===== config.mk =====
export PLATFORM = sky130hd
export DESIGN_NAME = status_flags
export DESIGN_NICKNAME = d
export VERILOG_FILES = /design/src/rtl/status_flags.sv
export SDC_FILE = /design/constraint.sdc
export NUM_CORES = 1
export LEC_CHECK = 0
export ABC_CLOCK_PERIOD_IN_PS = 2300
export CAP_MARGIN = 20
export CORE_MARGIN = 2
export CORE_UTILIZATION = 41
export DETAILED_ROUTE_END_ITERATION = 8
export HOLD_SLACK_MARGIN = 0.08
export PLACE_DENSITY_LB_ADDON = 0.25
export SLEW_MARGIN = 20
export SYNTH_ARGS = -nofsm -noshare
export SYNTH_HDL_FRONTEND = slang
export SYNTH_SLANG_ARGS = --single-unit
export TNS_END_PERCENT = 50

===== constraint.sdc =====
create_clock -name clk -period 2.3 [get_ports clk]
set_input_delay 0.69 -clock clk [delete_from_list [all_inputs] [get_ports clk]]
set_output_delay 0.69 -clock clk [all_outputs]
set_load 0.005 [all_outputs]

===== src/rtl/status_flags.sv =====
// Processor status register (N,V,D,I,Z,C) with ALU/bus update ops, delayed IRQ
// mask, edge-detected NMI latch and branch condition evaluation.
module status_flags (
    input  logic       clk,
    input  logic       reset_n,
    input  logic       alu_n,
    input  logic       alu_v,
    input  logic       alu_z,
    input  logic       alu_c,
    input  logic [2:0] flag_op,
    input  logic [2:0] bit_sel,
    input  logic       bit_val,
    input  logic [7:0] data_in,
    input  logic       rti,
    input  logic       push_brk,
    input  logic       poll,
    input  logic       nmi_n,
    input  logic       nmi_ack,
    input  logic [1:0] br_sel,
    input  logic       br_val,
    output logic [7:0] p_push,
    output logic       carry_out,
    output logic       overflow_out,
    output logic       irq_mask,
    output logic       nmi_pending,
    output logic       br_taken
);

    localparam logic [2:0] OP_HOLD = 3'd0;
    localparam logic [2:0] OP_NZ   = 3'd1;
    localparam logic [2:0] OP_NZC  = 3'd2;
    localparam logic [2:0] OP_NZCV = 3'd3;
    localparam logic [2:0] OP_BIT  = 3'd4;
    localparam logic [2:0] OP_LOAD = 3'd5;
    localparam logic [2:0] OP_INT  = 3'd6;
    localparam logic [2:0] OP_SETC = 3'd7;

    logic r_n, r_v, r_d, r_i, r_z, r_c;
    logic r_irq_mask;
    logic r_nmi_s1, r_nmi_s2, r_nmi_prev, r_nmi_pending;

    logic w_n_nxt, w_v_nxt, w_d_nxt, w_i_nxt, w_z_nxt, w_c_nxt;
    logic w_nmi_fall;
    logic w_rti_load;
    logic w_unused;

    // data_in[5:4] (B and the constant bit) are never loaded into P
    assign w_unused = ^data_in[5:4];

    always_comb begin
        w_n_nxt = r_n;
        w_v_nxt = r_v;
        w_d_nxt = r_d;
        w_i_nxt = r_i;
        w_z_nxt = r_z;
        w_c_nxt = r_c;
        case (flag_op)
            OP_HOLD: ;
            OP_NZ: begin
                w_n_nxt = alu_n;
                w_z_nxt = alu_z;
            end
            OP_NZC: begin
                w_n_nxt = alu_n;
                w_z_nxt = alu_z;
                w_c_nxt = alu_c;
            end
            OP_NZCV: begin
                w_n_nxt = alu_n;
                w_z_nxt = alu_z;
                w_c_nxt = alu_c;
                w_v_nxt = alu_v;
            end
            OP_BIT: begin
                w_n_nxt = data_in[7];
                w_v_nxt = data_in[6];
                w_z_nxt = alu_z;
            end
            OP_LOAD: begin
                w_n_nxt = data_in[7];
                w_v_nxt = data_in[6];
                w_d_nxt = data_in[3];
                w_i_nxt = data_in[2];
                w_z_nxt = data_in[1];
                w_c_nxt = data_in[0];
            end
            OP_INT: w_i_nxt = 1'b1;
            OP_SETC: begin
                case (bit_sel)
                    3'd0:    w_c_nxt = bit_val;
                    3'd1:    w_z_nxt = bit_val;
                    3'd2:    w_i_nxt = bit_val;
                    3'd3:    w_d_nxt = bit_val;
                    3'd6:    w_v_nxt = bit_val;
                    3'd7:    w_n_nxt = bit_val;
                    default: ;
                endcase
            end
            default: ;
        endcase
    end

    assign w_rti_load = (flag_op == OP_LOAD) && rti;
    assign w_nmi_fall = r_nmi_prev & ~r_nmi_s2;

    always_ff @(posedge clk or negedge reset_n) begin
        if (!reset_n) begin
            r_n <= 1'b0;
            r_v <= 1'b0;
            r_d <= 1'b0;
            r_i <= 1'b1;
            r_z <= 1'b0;
            r_c <= 1'b0;
        end else begin
            r_n <= w_n_nxt;
            r_v <= w_v_nxt;
            r_d <= w_d_nxt;
            r_i <= w_i_nxt;
            r_z <= w_z_nxt;
            r_c <= w_c_nxt;
        end
    end

    // Poll samples the pre-update I, so mask changes lag one instruction
    always_ff @(posedge clk or negedge reset_n) begin
        if (!reset_n) begin
            r_irq_mask <= 1'b1;
        end else if (w_rti_load) begin
            r_irq_mask <= data_in[2];
        end else if (poll) begin
            r_irq_mask <= r_i;
        end
    end

    always_ff @(posedge clk or negedge reset_n) begin
        if (!reset_n) begin
            r_nmi_s1      <= 1'b1;
            r_nmi_s2      <= 1'b1;
            r_nmi_prev    <= 1'b1;
            r_nmi_pending <= 1'b0;
        end else begin
            r_nmi_s1   <= nmi_n;
            r_nmi_s2   <= r_nmi_s1;
            r_nmi_prev <= r_nmi_s2;
            if (w_nmi_fall) begin
                r_nmi_pending <= 1'b1;
            end else if (nmi_ack) begin
                r_nmi_pending <= 1'b0;
            end
        end
    end

    assign p_push       = {r_n, r_v, 1'b1, push_brk, r_d, r_i, r_z, r_c};
    assign carry_out    = r_c;
    assign overflow_out = r_v;
    assign irq_mask     = r_irq_mask;
    assign nmi_pending  = r_nmi_pending;

    always_comb begin
        case (br_sel)
            2'd0:    br_taken = (r_n == br_val);
            2'd1:    br_taken = (r_v == br_val);
            2'd2:    br_taken = (r_c == br_val);
            default: br_taken = (r_z == br_val);
        endcase
    end

endmodule

==> impl_metrics.json, run 1 <==
{
  "async_reset_ff_share_pct": 100,
  "clock-sinks": 11,
  "firstDrtPassIters": 4,
  "startpoint_type": "primary input",
  "antenna_cells": 0,
  "coreArea_um2": 1760,
  "wire_per_inst_um": 12.9,
  "clk_latency_ns": 0.27,
  "grt_pass1_vias": 644,
  "start_util_pct": 44.8,
  "vias": 709,
  "globalplace.congestion": 0.700,
  "reg2reg_to": "irq_mask",
  "synth_cell_types": 32,
  "drt_first_iter_violations": 8,
  "yosysMostFrequentCell": "buf_4",
  "fmax_ghz": 0.441,
  "layout.cells.non_filler": 140,
  "grt_usage_pct": 17.0,
  "antenna_found_initial": 0,
  "yosys.area.top_type": "dfrtp_1",
  "cts_tree": "done",
  "numPortBuffers": 36,
  "intPower_w": 0.000445,
  "drv_slew": 0,
  "synth_seq_area_share_pct": 35.6,
  "crit_type": "primary input to output port",
  "syn_nets": 109,
  "syn_inst": 80,
  "routed_wirelength_um": 1800,
  "design_area_um2": 1170,
  "hold_depth": 0,
  "cap_violations": 0,
  "layout-drive-gt1-share_pct": 24.3,
  "endpoint_kind": "output port",
  "critPathTopFamily": "multiplexers",
  "cp_max_fo": 1,
  "swShare_pct": 27.5,
  "min-delay-start": "r_nmi_s1",
  "cts.clk_slew.worst_paths_ns": 0.07,
  "ant_nets": 0,
  "synthesis.area_um2": 791,
  "power_frac_seq_pct": 39.7,
  "synth_commonest_cells": "8 x buf_4, 7 x a21oi_1, 6 x dfrtp_1, 6 x o22ai_1",
  "h-tree-depth": 1,
  "post-place-cells": 136,
  "ys_warn_count": 0,
  "period_share_pct": 98.5,
  "power_leakage_nw": 0.495,
  "fin_nets": 145,
  "place_hpwl_um": 1380,
  "clkPwrFrac_pct": 21.8,
  "required_ns": 1.61,
  "fin_crit_ns": 2.27,
  "fp.dieH_um": 47.9,
  "holdPathEnd": "r_nmi_s2",
  "place_area_um2": 1150,
  "route.detailed.drc": 0,
  "dieArea_um2": 2300,
  "syn2layout_area_growth_pct": 48.1,
  "worstPathArrival_ns": 1.58,
  "crit_slowest_cell": "mux4_2",
  "reg2reg_from": "r_i",
  "ff2ff_path_depth": 3,
  "synth_top_area_share_pct": 19.0,
  "r2r_slack_ns": 1.39,
  "worst-path-buf-inv": 2,
  "cts_root_buf": "clkbuf_4",
  "post_cts_buffers": 0,
  "combinationalPowerShare_pct": 38.4,
  "finalSetupViolCount": 0,
  "grt_pass1_wl_um": 2660,
  "cts_buffer_depth": 2,
  "yosys_register_bits": 11,
  "fillers": 155,
  "hold_violations": 0,
  "ir_drop_uv": 394,
  "rows": 15,
  "status": "complete, no violations",
  "critPathMaxStageDelay_ns": 0.52,
  "grt-ovfl-total": 0,
  "clock_skew_ns": 0.00410,
  "worst_path_most_repeated_cell": "buf_2",
  "synth_edf_count": 0,
  "ios": 42,
  "hp-class": "flop to flop",
  "cts_made_buffers": 3,
  "cp_cell_sequence": "buf_2 > mux4_2 > xnor2_2 > buf_2",
  "power_density_nw_per_um2": 524,
  "grt_max_degree": 17,
  "synth_area_leaders": "dfrtp_1 19%, dfstp_2 17%, buf_4 7.6%",
  "ys.flop_type": "dfrtp_1",
  "via_per_inst": 5.06,
  "die_w_um": 47.9,
  "power_switching_w": 0.000169,
  "synth_area_per_cell_um2": 9.88
}
-- cells in the final DEF (no fill, tap or decap), drive strengths merged --
| cell type | count |
|---|---|
| nor3 | 2 |
| o21ai | 4 |
| a31o | 1 |
| o31ai | 2 |
| dlygate4sd2 | 1 |
| mux4 | 1 |
| mux2 | 2 |
| xor2 | 1 |
| o41ai | 2 |
| a211oi | 1 |
| xnor2 | 1 |
| a21oi | 7 |
| nor3b | 2 |
| nor2b | 2 |
| dfrtp | 6 |
| o22ai | 6 |
| nand2 | 7 |
| mux2i | 3 |
| nor2 | 4 |
| clkdlybuf4s50 | 33 |
| dfstp | 5 |
| buf | 9 |
| nand2b | 2 |
| inv | 3 |
| and3 | 1 |
| a31oi | 1 |
| clkbuf | 4 |
| conb | 1 |
| nand3b | 1 |
-- repair_timing --
item	4_1_cts	5_1_grt
setup endpoints to repair	1	1
pin swaps	1	1
hold buffers	0	0
gates resized for setup	9	1
-- registers in the layout, summed over array words and instances, names as in the netlist --
name,cells
carry_out,1
irq_mask,1
nmi_pending,1
overflow_out,1
r_d,1
r_i,1
r_n,1
r_nmi_prev,1
r_nmi_s1,1
r_nmi_s2,1
r_z,1
-- cell families after synthesis --
family          Yosys count  share of synthesized area [%]
compound gates           24                           20.6
xor+xnor                  2                           2.22
buf+inv                  15                           13.9
flops                    11                           35.6
mux                       6                           9.97
other cells               1                          0.474
simple gates             21                           17.2
-- worst register-to-register path, stage by stage, from the launching register on --
cell	delay (ns)
dfstp_2	0.55
mux2i_1	0.07
a21oi_1	0.13
a31o_2	0.12
-- power by group through the flow --
stage	Sequential, W	Combinational (W)	Clock, W
global route	0.000248	0.000257	0.000151
floorplan	0.000245	0.000122	0
global placement	0.000246	0.000233	0
CTS	0.000245	0.000233	0.000141
detailed placement	0.000247	0.000238	0
finish	0.000244	0.000236	0.000134
-- routing by layer --
| layer | vias to the layer above | share of wire [%] | GRT usage, % |
|---|---|---|---|
| met3 | 0 | 7.1 | 6.79 |
| met4 | 0 | 0 | 3.24 |
| met1 | 333 | 41 | 20.0 |
| met2 | 29 | 52 | 29.3 |
| met5 | - | 0 | 0 |
| li1 | 347 | - | - |
-- how the worst max path moves through the flow --
| stage | start | endpoint | slack (ns) | depth (start not counted) |
|---|---|---|---|---|
| 2_1_floorplan | br_sel[0] | br_taken | 0.27 | 2 |
| 3_3_place_gp | br_sel[0] | br_taken | -0.72 | 4 |
| 3_5_place_dp | br_sel[0] | br_taken | -0.74 | 4 |
| 4_1_cts | br_sel[0] | br_taken | 0.04 | 4 |
| 5_1_grt | br_sel[0] | br_taken | -0.002 | 4 |
| 6_report | br_sel[0] | br_taken | 0.03 | 4 |
-- metrics by stage --
| step | utilization, % | setup slack [ns] | TNS (ns) | hold WS, ns | total power (W) |
|---|---|---|---|---|---|
| 2_1_floorplan | - | 0.268 | 0 | 0.345 | 0.000367 |
| 3_3_place_gp | 65.1 | -0.720 | -0.720 | 0.346 | 0.000479 |
| 3_5_place_dp | 65.1 | -0.737 | -0.737 | 0.347 | 0.000485 |
| 4_1_cts | 66.0 | 0.0444 | 0 | 0.362 | 0.000619 |
| 5_1_grt | 66.4 | -0.00195 | -0.00195 | 0.363 | 0.000655 |
| 6_report | 66.4 | 0.0343 | 0 | 0.363 | 0.000614 |
-- final cells by class --
class	instances	area (um^2)	share of cell area [%]
repair buffers	43	414	35.4
well taps	25	31.3	2.67
inverters	3	11.3	0.962
clock buffers	4	26.3	2.24
multi-input cells	54	407	34.7
flip-flops and latches	11	282	24.0
Power figures use the tool's default switching activity.
==> inputs of run 2 (changes only) <==
- CORE_AREA: not set -> 2 2 39 41
- CORE_MARGIN: 2 -> not set
- CORE_UTILIZATION: 41 -> not set
- DIE_AREA: not set -> 0 0 41 43
- DONT_BUFFER_PORTS: not set -> 1
- REMOVE_ABC_BUFFERS: not set -> 1
==> run 2 against run 1 <==
Against the previous run:
- first-iteration DRC count is 50% lower
- sequential power is 3% higher
- final cell count is 37% lower
- critical path type unchanged
- largest cell class is now multi-input gates
==> impl_metrics.json, run 2 (synthesis gave the netlist of run 1 again) <==
{
  "status": "complete, no violations",
  "cts.clk_slew.worst_paths_ns": 0.07,
  "routed_wirelength_um": 1400,
  "power_frac_seq_pct": 54.2,
  "antenna_cells": 0,
  "rows": 14,
  "rsz0062_at_grt": "false",
  "fin_nets": 102,
  "start_util_pct": 57.1,
  "worst-path-buf-inv": 0,
  "ant_nets": 0,
  "whs_ns": 0.114,
  "post_cts_buffers": 0,
  "layout-drive-gt1-share_pct": 25.0,
  "drv_slew": 0,
  "clk_latency_ns": 0.26,
  "setup_tns_ns": 0,
  "vias": 548,
  "critPathTopFamily": "multiplexers",
  "hp-class": "primary input to async pin",
  "final_common_cell": "a21oi_1",
  "fin_ws_ns": 0.259,
  "post-route-util_pct": 53.3,
  "ios": 42,
  "via_per_inst": 6.23,
  "firstDrtPassIters": 4,
  "cp_cell_sequence": "mux4_2 > xnor2_1",
  "intPower_w": 0.000345,
  "layout_common_cells": "7 x a21oi_1, 6 x o22ai_1, 6 x dfrtp_1",
  "fp.dieH_um": 43,
  "swShare_pct": 25.7,
  "syn2layout_area_growth_pct": -6.65,
  "fillers": 126,
  "clock_skew_ns": 0.0000490,
  "power_density_nw_per_um2": 629,
  "grt_usage_pct": 18.8,
  "fin_crit_ns": 2.04,
  "crit_type": "primary input to output port",
  "wire_per_inst_um": 15.9,
  "hold_violations": 0,
  "power_leakage_nw": 0.309,
  "dieArea_um2": 1760,
  "place_hpwl_um": 1090,
  "total_power_w": 0.000464,
  "cts_made_buffers": 3,
  "cp_max_fo": 1,
  "drt_first_iter_violations": 4,
  "route.detailed.drc": 0,
  "crit_slowest_cell": "mux4_2",
  "grt_pass1_vias": 533,
  "globalplace.congestion": 0.710,
  "grt-ovfl-total": 0,
  "cts_root_buf": "clkbuf_4",
  "numPortBuffers": 0,
  "clock-sinks": 11,
  "h-tree-depth": 1,
  "critPathMaxStageDelay_ns": 0.48,
  "grt_max_degree": 17,
  "endpoint_kind": "output port",
  "ctsResizeCount": 0,
  "finalSetupViolCount": 0,
  "cts_buffer_depth": 2,
  "required_ns": 1.61,
  "cap_violations": 0,
  "clkPwrFrac_pct": 27.4,
  "worstPathArrival_ns": 1.35,
  "fmax_ghz": 0.490,
  "die_w_um": 41,
  "place_ws_ns": 0.258,
  "antenna_found_initial": 0,
  "coreArea_um2": 1380,
  "combinationalPowerShare_pct": 18.4,
  "cts_tree": "done",
  "power_switching_w": 0.000119,
  "ir_drop_uv": 389,
  "startpoint_type": "primary input",
  "grt_pass1_wl_um": 2240,
  "period_share_pct": 88.8,
  "hold_buffers": 0
}
==> run 2: power by group through the flow <==
stage	Clock (W)	Sequential (W)	Combinational, W
final	0.000127	0.000251	0.0000854
after global routing	0.000143	0.000257	0.0000967
after CTS	0.000138	0.000253	0.0000864
after detailed placement	0	0.000256	0.0000860
after global placement	0	0.000255	0.0000841
after floorplan	0	0.000249	0.0000779
==> run 2: path summary, 6_finish.rpt <==
path / start / to / slack (ns) / cells after the start
hold / removal: reset_n / r_n / 0.11 / 0
min in group clk: r_nmi_s1 / r_nmi_s2 / 0.36 / 0
hold reg to reg: r_nmi_s1 / r_nmi_s2 / 0.36 / 0
setup reg to reg: r_i / irq_mask / 1.40 / 3
setup / recovery: br_sel[0] / br_taken / 0.26 / 2
max in group asynchronous: reset_n / r_nmi_s1 / 2.01 / 0
==> run 2: area by class of cell <==
cell class                      count  area (um^2)  share of cell area [%]
Clock buffer                        4         26.3                    3.56
Inverter                            3         11.3                    1.53
Multi-Input combinational cell     54          399                    54.1
Sequential cell                    11          282                    38.1
Tap cell                           16         20.0                    2.71
==> run 2: through the flow <==
stage | cell area [um^2] | instances
after global routing | 738 | 88
after CTS | 738 | 88
final | 738 | 88
after global placement | 712 | 84
after floorplan | 692 | 68
after detailed placement | 712 | 84
==> run 2: layer usage <==
metal / vias up / GRT usage, % / share of wire, %
li1: 265 / - / -
met1: 252 / 25.1 / 41
met2: 29 / 28.1 / 49
met3: 2 / 4.19 / 9.1
met4: 0 / 8.00 / 0.43
met5: - / 0 / 0
==> RTL change 1, RTL diff (config.mk and constraints of run 2) <==
Put one more register stage on the output `overflow_out`, without a reset. The value now appears one clock later. The other outputs are not delayed to match.
--- a/src/rtl/status_flags.sv
+++ b/src/rtl/status_flags.sv
@@ -152,7 +152,9 @@
 
     assign p_push       = {r_n, r_v, 1'b1, push_brk, r_d, r_i, r_z, r_c};
     assign carry_out    = r_c;
-    assign overflow_out = r_v;
+    always_ff @(posedge clk) begin
+        overflow_out <= r_v;
+    end
     assign irq_mask     = r_irq_mask;
     assign nmi_pending  = r_nmi_pending;
 
Check against the original RTL: not equivalent (a bounded check fails within 4 cycles, from zero or initial values and one cycle with reset_n low).
==> RTL change 1 against run 2 <==
  * Hold slack about the same
  * Wire length down 4.5%
  * Count of clock-buffer cells in the layout unchanged
  * Sequential cell count is 1 higher
  * Cell area grew 1.2%
  * Sequential share of layout area rose by 2.2 points
  * Area after synthesis fell by 1.4%
  * Synthesized cell count is 2.5% lower
  * Global-route usage decreased by 1.8 points
  * Setup slack got worse by 21 ps
  * Power increased by 4.2%
  * Largest cell class unchanged
  * Largest power group unchanged
  * Highest routed layer is now met3
==> RTL change 1: results (changes against run 2) <==
post-place-ws_ps: 245  # was 258 ps
cts_max_path_buffers: 2  # unchanged
grtUsageTotal_pct: 17.0  # was 18.8%
avgSynthCellArea_um2: 9.99  # was 9.88 µm²
synth.distinct_cells: 33  # was 32
cp.arrival_ps: 1370  # was 1350 ps
synth.area.top_cells: "dfrtp_1 19%, dfstp_2 17%, buf_4 8.7%, a21oi_1 5.1%, mux2i_1 5.1%"  # was dfrtp_1 19%, dfstp_2 17%, buf_4 7.6%, o22ai_1 4.7%, a21oi_1 4.4%
drt_iter0_drc: 7  # was 4
synth_async_sr_flop_share_pct: 91.7  # was 100%
antenna_found_initial: 0  # unchanged
fin_nets: 102  # unchanged
ys_warn_count: 0  # unchanged
crit_path_max_incr_delay_ps: 490
diodes: 0  # unchanged
dr.pass1.iters: 4  # unchanged
yosysSeqAreaShare_pct: 38.7  # was 35.6%
cts_repair_resize_count: 0  # unchanged
switching_share_pct: 24.8  # was 25.7%
grt_pass1_wl_um: 2040  # was 2240 µm
place_hpwl_um: 1060  # was 1090 µm
cts_buffers: 3  # unchanged
place_congestion: 0.717  # was 0.710
first_global_vias: 515  # was 533
viasPerCell: 6.13  # was 6.23
cp_max_fo: 4  # was 1
status: "finished clean"  # unchanged
leakage_nw: 0.314  # was 0.309 nW
wire_per_inst_um: 15.1  # was 15.9 µm
ys_top_cells_by_count: "9 x buf_4, 8 x a21oi_1, 6 x dfrtp_1, 6 x nor2_1, 5 x dfstp_2"  # was 8 x buf_4, 7 x a21oi_1, 6 x dfrtp_1, 6 x o22ai_1
fillers: 133  # was 126
skew_ps: 1.43  # was 0.0490 ps
ir_worst_vdd_mv: 0.450  # was 0.389 mV
-- RTL change 1: cell count changes after synthesis, moves of 2 or more --
cell / change
buf_6: -2
nand2_1: -2
nor2_1: +2
o22ai_1: -2
-- RTL change 1: power by group through the flow --
| stage | clock network, W | registers (W) | logic, W |
|---|---|---|---|
| after floorplan | 0 | 0.000271 | 0.0000729 |
| after global placement | 0 | 0.000277 | 0.0000789 |
| after detailed placement | 0 | 0.000278 | 0.0000813 |
| after CTS | 0.000138 | 0.000274 | 0.0000812 |
| after global routing | 0.000151 | 0.000279 | 0.0000890 |
| final | 0.000130 | 0.000273 | 0.0000801 |
-- RTL change 1: area by class of cell --
| type | count | area [µm²] | share of cell area, % |
|---|---|---|---|
| multi-input combinational | 51 | 380 | 50.9 |
| inverter | 5 | 18.8 | 2.51 |
| clock buffer | 4 | 26.3 | 3.52 |
| sequential | 12 | 302 | 40.4 |
| tap | 16 | 20.0 | 2.68 |
-- RTL change 1: critical path: cells and delay by family (launching register included) --
family    cells  cell delay (ps)
xor+xnor      1              190
mux           1              490
flops         1              430
-- RTL change 1: final timing paths --
path / start / to / slack (ps) / cells after the start
setup / recovery: carry_out / br_taken / 240 / 2
hold / removal: reset_n / nmi_pending / 110 / 0
setup reg to reg: r_i / irq_mask / 1480 / 2
hold reg to reg: r_nmi_s1 / r_nmi_s2 / 360 / 0
max in group asynchronous: reset_n / r_nmi_prev / 2020 / 0
min in group clk: r_nmi_s1 / r_nmi_s2 / 360 / 0
-- RTL change 1: routing by layer --
metal | routed length, µm | global-route usage (%) | part of all wire [%]
met1 | 563 | 23.3 | 42
met5 | 0 | 0 | 0
met3 | 145 | 7.85 | 11
met4 | 0 | 4.00 | 0
met2 | 625 | 23.8 | 47
-- RTL change 1: through the flow --
stage | cell area (µm²) | utilization, %
global route | 747 | 54.0
CTS | 747 | 54.0
floorplan | 701 | -
finish | 747 | 54.0
detailed placement | 721 | 52.1
global placement | 721 | 52.1
-- RTL change 1: logic make-up (layout without fill, tap and decap cells) --
logic type,Yosys count,in the layout,share of synthesized area [%]
AO/OA/AOI/OAI,24,24,19.9
buffers and inverters,15,9,12.5
other,1,1,0.481
AND/OR/NAND/NOR,17,17,14.0
XOR/XNOR,1,1,1.12
flip-flops,12,12,38.7
multiplexers,8,8,13.3
==> RTL change 2, RTL diff (config.mk and constraints of run 2) <==
Made on the original files. Reset style: synchronous (`reset_n`), changed in 3 clocked blocks.
--- a/src/rtl/status_flags.sv
+++ b/src/rtl/status_flags.sv
@@ -103,7 +103,7 @@
     assign w_rti_load = (flag_op == OP_LOAD) && rti;
     assign w_nmi_fall = r_nmi_prev & ~r_nmi_s2;
 
-    always_ff @(posedge clk or negedge reset_n) begin
+    always_ff @(posedge clk) begin
         if (!reset_n) begin
             r_n <= 1'b0;
             r_v <= 1'b0;
@@ -122,7 +122,7 @@
     end
 
     // Poll samples the pre-update I, so mask changes lag one instruction
-    always_ff @(posedge clk or negedge reset_n) begin
+    always_ff @(posedge clk) begin
         if (!reset_n) begin
             r_irq_mask <= 1'b1;
         end else if (w_rti_load) begin
@@ -132,7 +132,7 @@
         end
     end
 
-    always_ff @(posedge clk or negedge reset_n) begin
+    always_ff @(posedge clk) begin
         if (!reset_n) begin
             r_nmi_s1      <= 1'b1;
             r_nmi_s2      <= 1'b1;
Function: differs if reset_n is asserted again (counterexample within 4 cycles, from zero or initial values and one cycle with reset_n low); with reset_n held inactive, the same outputs for 10 cycles.
==> RTL change 2 against run 2 <==
  * Combinational power shrank 30%
  * Final cell count up 11%
  * Global-route usage is 0.49 points lower
  * Cell area down 3.2%
  * Setup slack better by 1.8 ps
  * Via count is 5.7% higher
  * Clock skew about the same
  * Sequential cell count unchanged
  * Count of clock-buffer cells in the layout unchanged
  * Wire length fell by 2.7%
  * Power down 13%
  * Area after synthesis decreased by 4.3%
  * First-iteration DRC count up 50%
==> RTL change 2: results (changes against run 2) <==
synthCells: 92  # was 80
grtUsageTotal_pct: 18.3  # was 18.8%
post-place-ws_ps: 255  # was 258 ps
antenna_found_initial: 0  # unchanged
place_hpwl_um: 1050  # was 1090 µm
skew_ps: 0.0686  # was 0.0490 ps
ir_worst_vdd_mv: 0.285  # was 0.389 mV
drive_gt1_share_pct: 7.32  # was 25.0%
wire_per_inst_um: 13.9  # was 15.9 µm
leakage_nw: 0.274  # was 0.309 nW
place_congestion: 0.810  # was 0.710
cts_repair_resize_count: 0  # unchanged
synth.distinct_cells: 34  # was 32
placedCellCount: 94  # was 84
ys_top_cells_by_count: "11 x dfxtp_1, 10 x nand2_1, 8 x buf_4, 6 x mux2i_1, 6 x o21ai_0"  # was 8 x buf_4, 7 x a21oi_1, 6 x dfrtp_1, 6 x o22ai_1
first_global_vias: 519  # was 533
fin_nets: 112  # was 102
yosysSeqAreaShare_pct: 29.1  # was 35.6%
grt_pass1_wl_um: 2120  # was 2240 µm
status: "finished clean"  # unchanged
finalInstanceArea_um2: 714  # was 738 µm²
routed_wl_um: 1360  # was 1400 µm
vias: 579  # was 548
synth.area.top_cells: "dfxtp_1 29%, mux2i_1 7.9%, buf_4 7.9%, nand2_1 5.0%, o21ai_0 4.0%"  # was dfrtp_1 19%, dfstp_2 17%, buf_4 7.6%, o22ai_1 4.7%, a21oi_1 4.4%
dpl_cell_area_um2: 688  # was 712 µm²
==> RTL change 2: changes by cell type in the layout (fill, tap and decap cells not counted), moves of 3 or more <==
| cell | change |
|---|---|
| mux2i_1 | +3 |
| nor3b_1 | +3 |
| dfxtp_1 | +11 |
| dfstp_2 | -5 |
| a21oi_1 | -4 |
| dfrtp_1 | -6 |
| o22ai_1 | -5 |
| nand2_1 | +5 |
==> RTL change 2: metal layers <==
layer / vias to the layer above / routed length [µm] / track usage [%]
li1: 297 / - / -
met1: 259 / 574 / 21.3
met2: 19 / 650 / 27.2
met3: 4 / 113 / 8.90
met4: 0 / 21 / 8.00
met5: - / 0 / 0
==> RTL change 2: layout make-up <==
class / instances / area, µm²
clock buffer: 4 / 26.3
fill: 143 / 669
inverter: 5 / 18.8
multi-input combinational: 62 / 429
sequential: 11 / 220
tap: 16 / 20.0
==> RTL change 2: path summary, 6_finish.rpt <==
path / start / endpoint / slack, ps / cells past startpoint
setup / recovery: br_sel[1] / br_taken / 260 / 2
hold / removal: r_nmi_s1 / r_nmi_s2 / 410 / 1
setup reg to reg: r_i / irq_mask / 1410 / 3
hold reg to reg: r_nmi_s1 / r_nmi_s2 / 410 / 1
==> RTL change 2: cells by family after synthesis <==
group                  after synthesis  share of synthesized area (%)
other                                1                          0.495
AND/OR/NAND/NOR                     31                           23.6
XOR/XNOR                             1                           1.16
flip-flops                          11                           29.1
AO/OA/AOI/OAI                       21                           19.0
multiplexers                         8                           12.4
buffers and inverters               19                           14.2
==> RTL change 2: power breakdown <==
group / switching [W] / internal [W] / leakage, nW
Combinational: 0.0000253 / 0.0000349 / 0.168
Clock: 0.0000618 / 0.0000672 / 0.0150
Sequential: 0.0000120 / 0.000204 / 0.0908
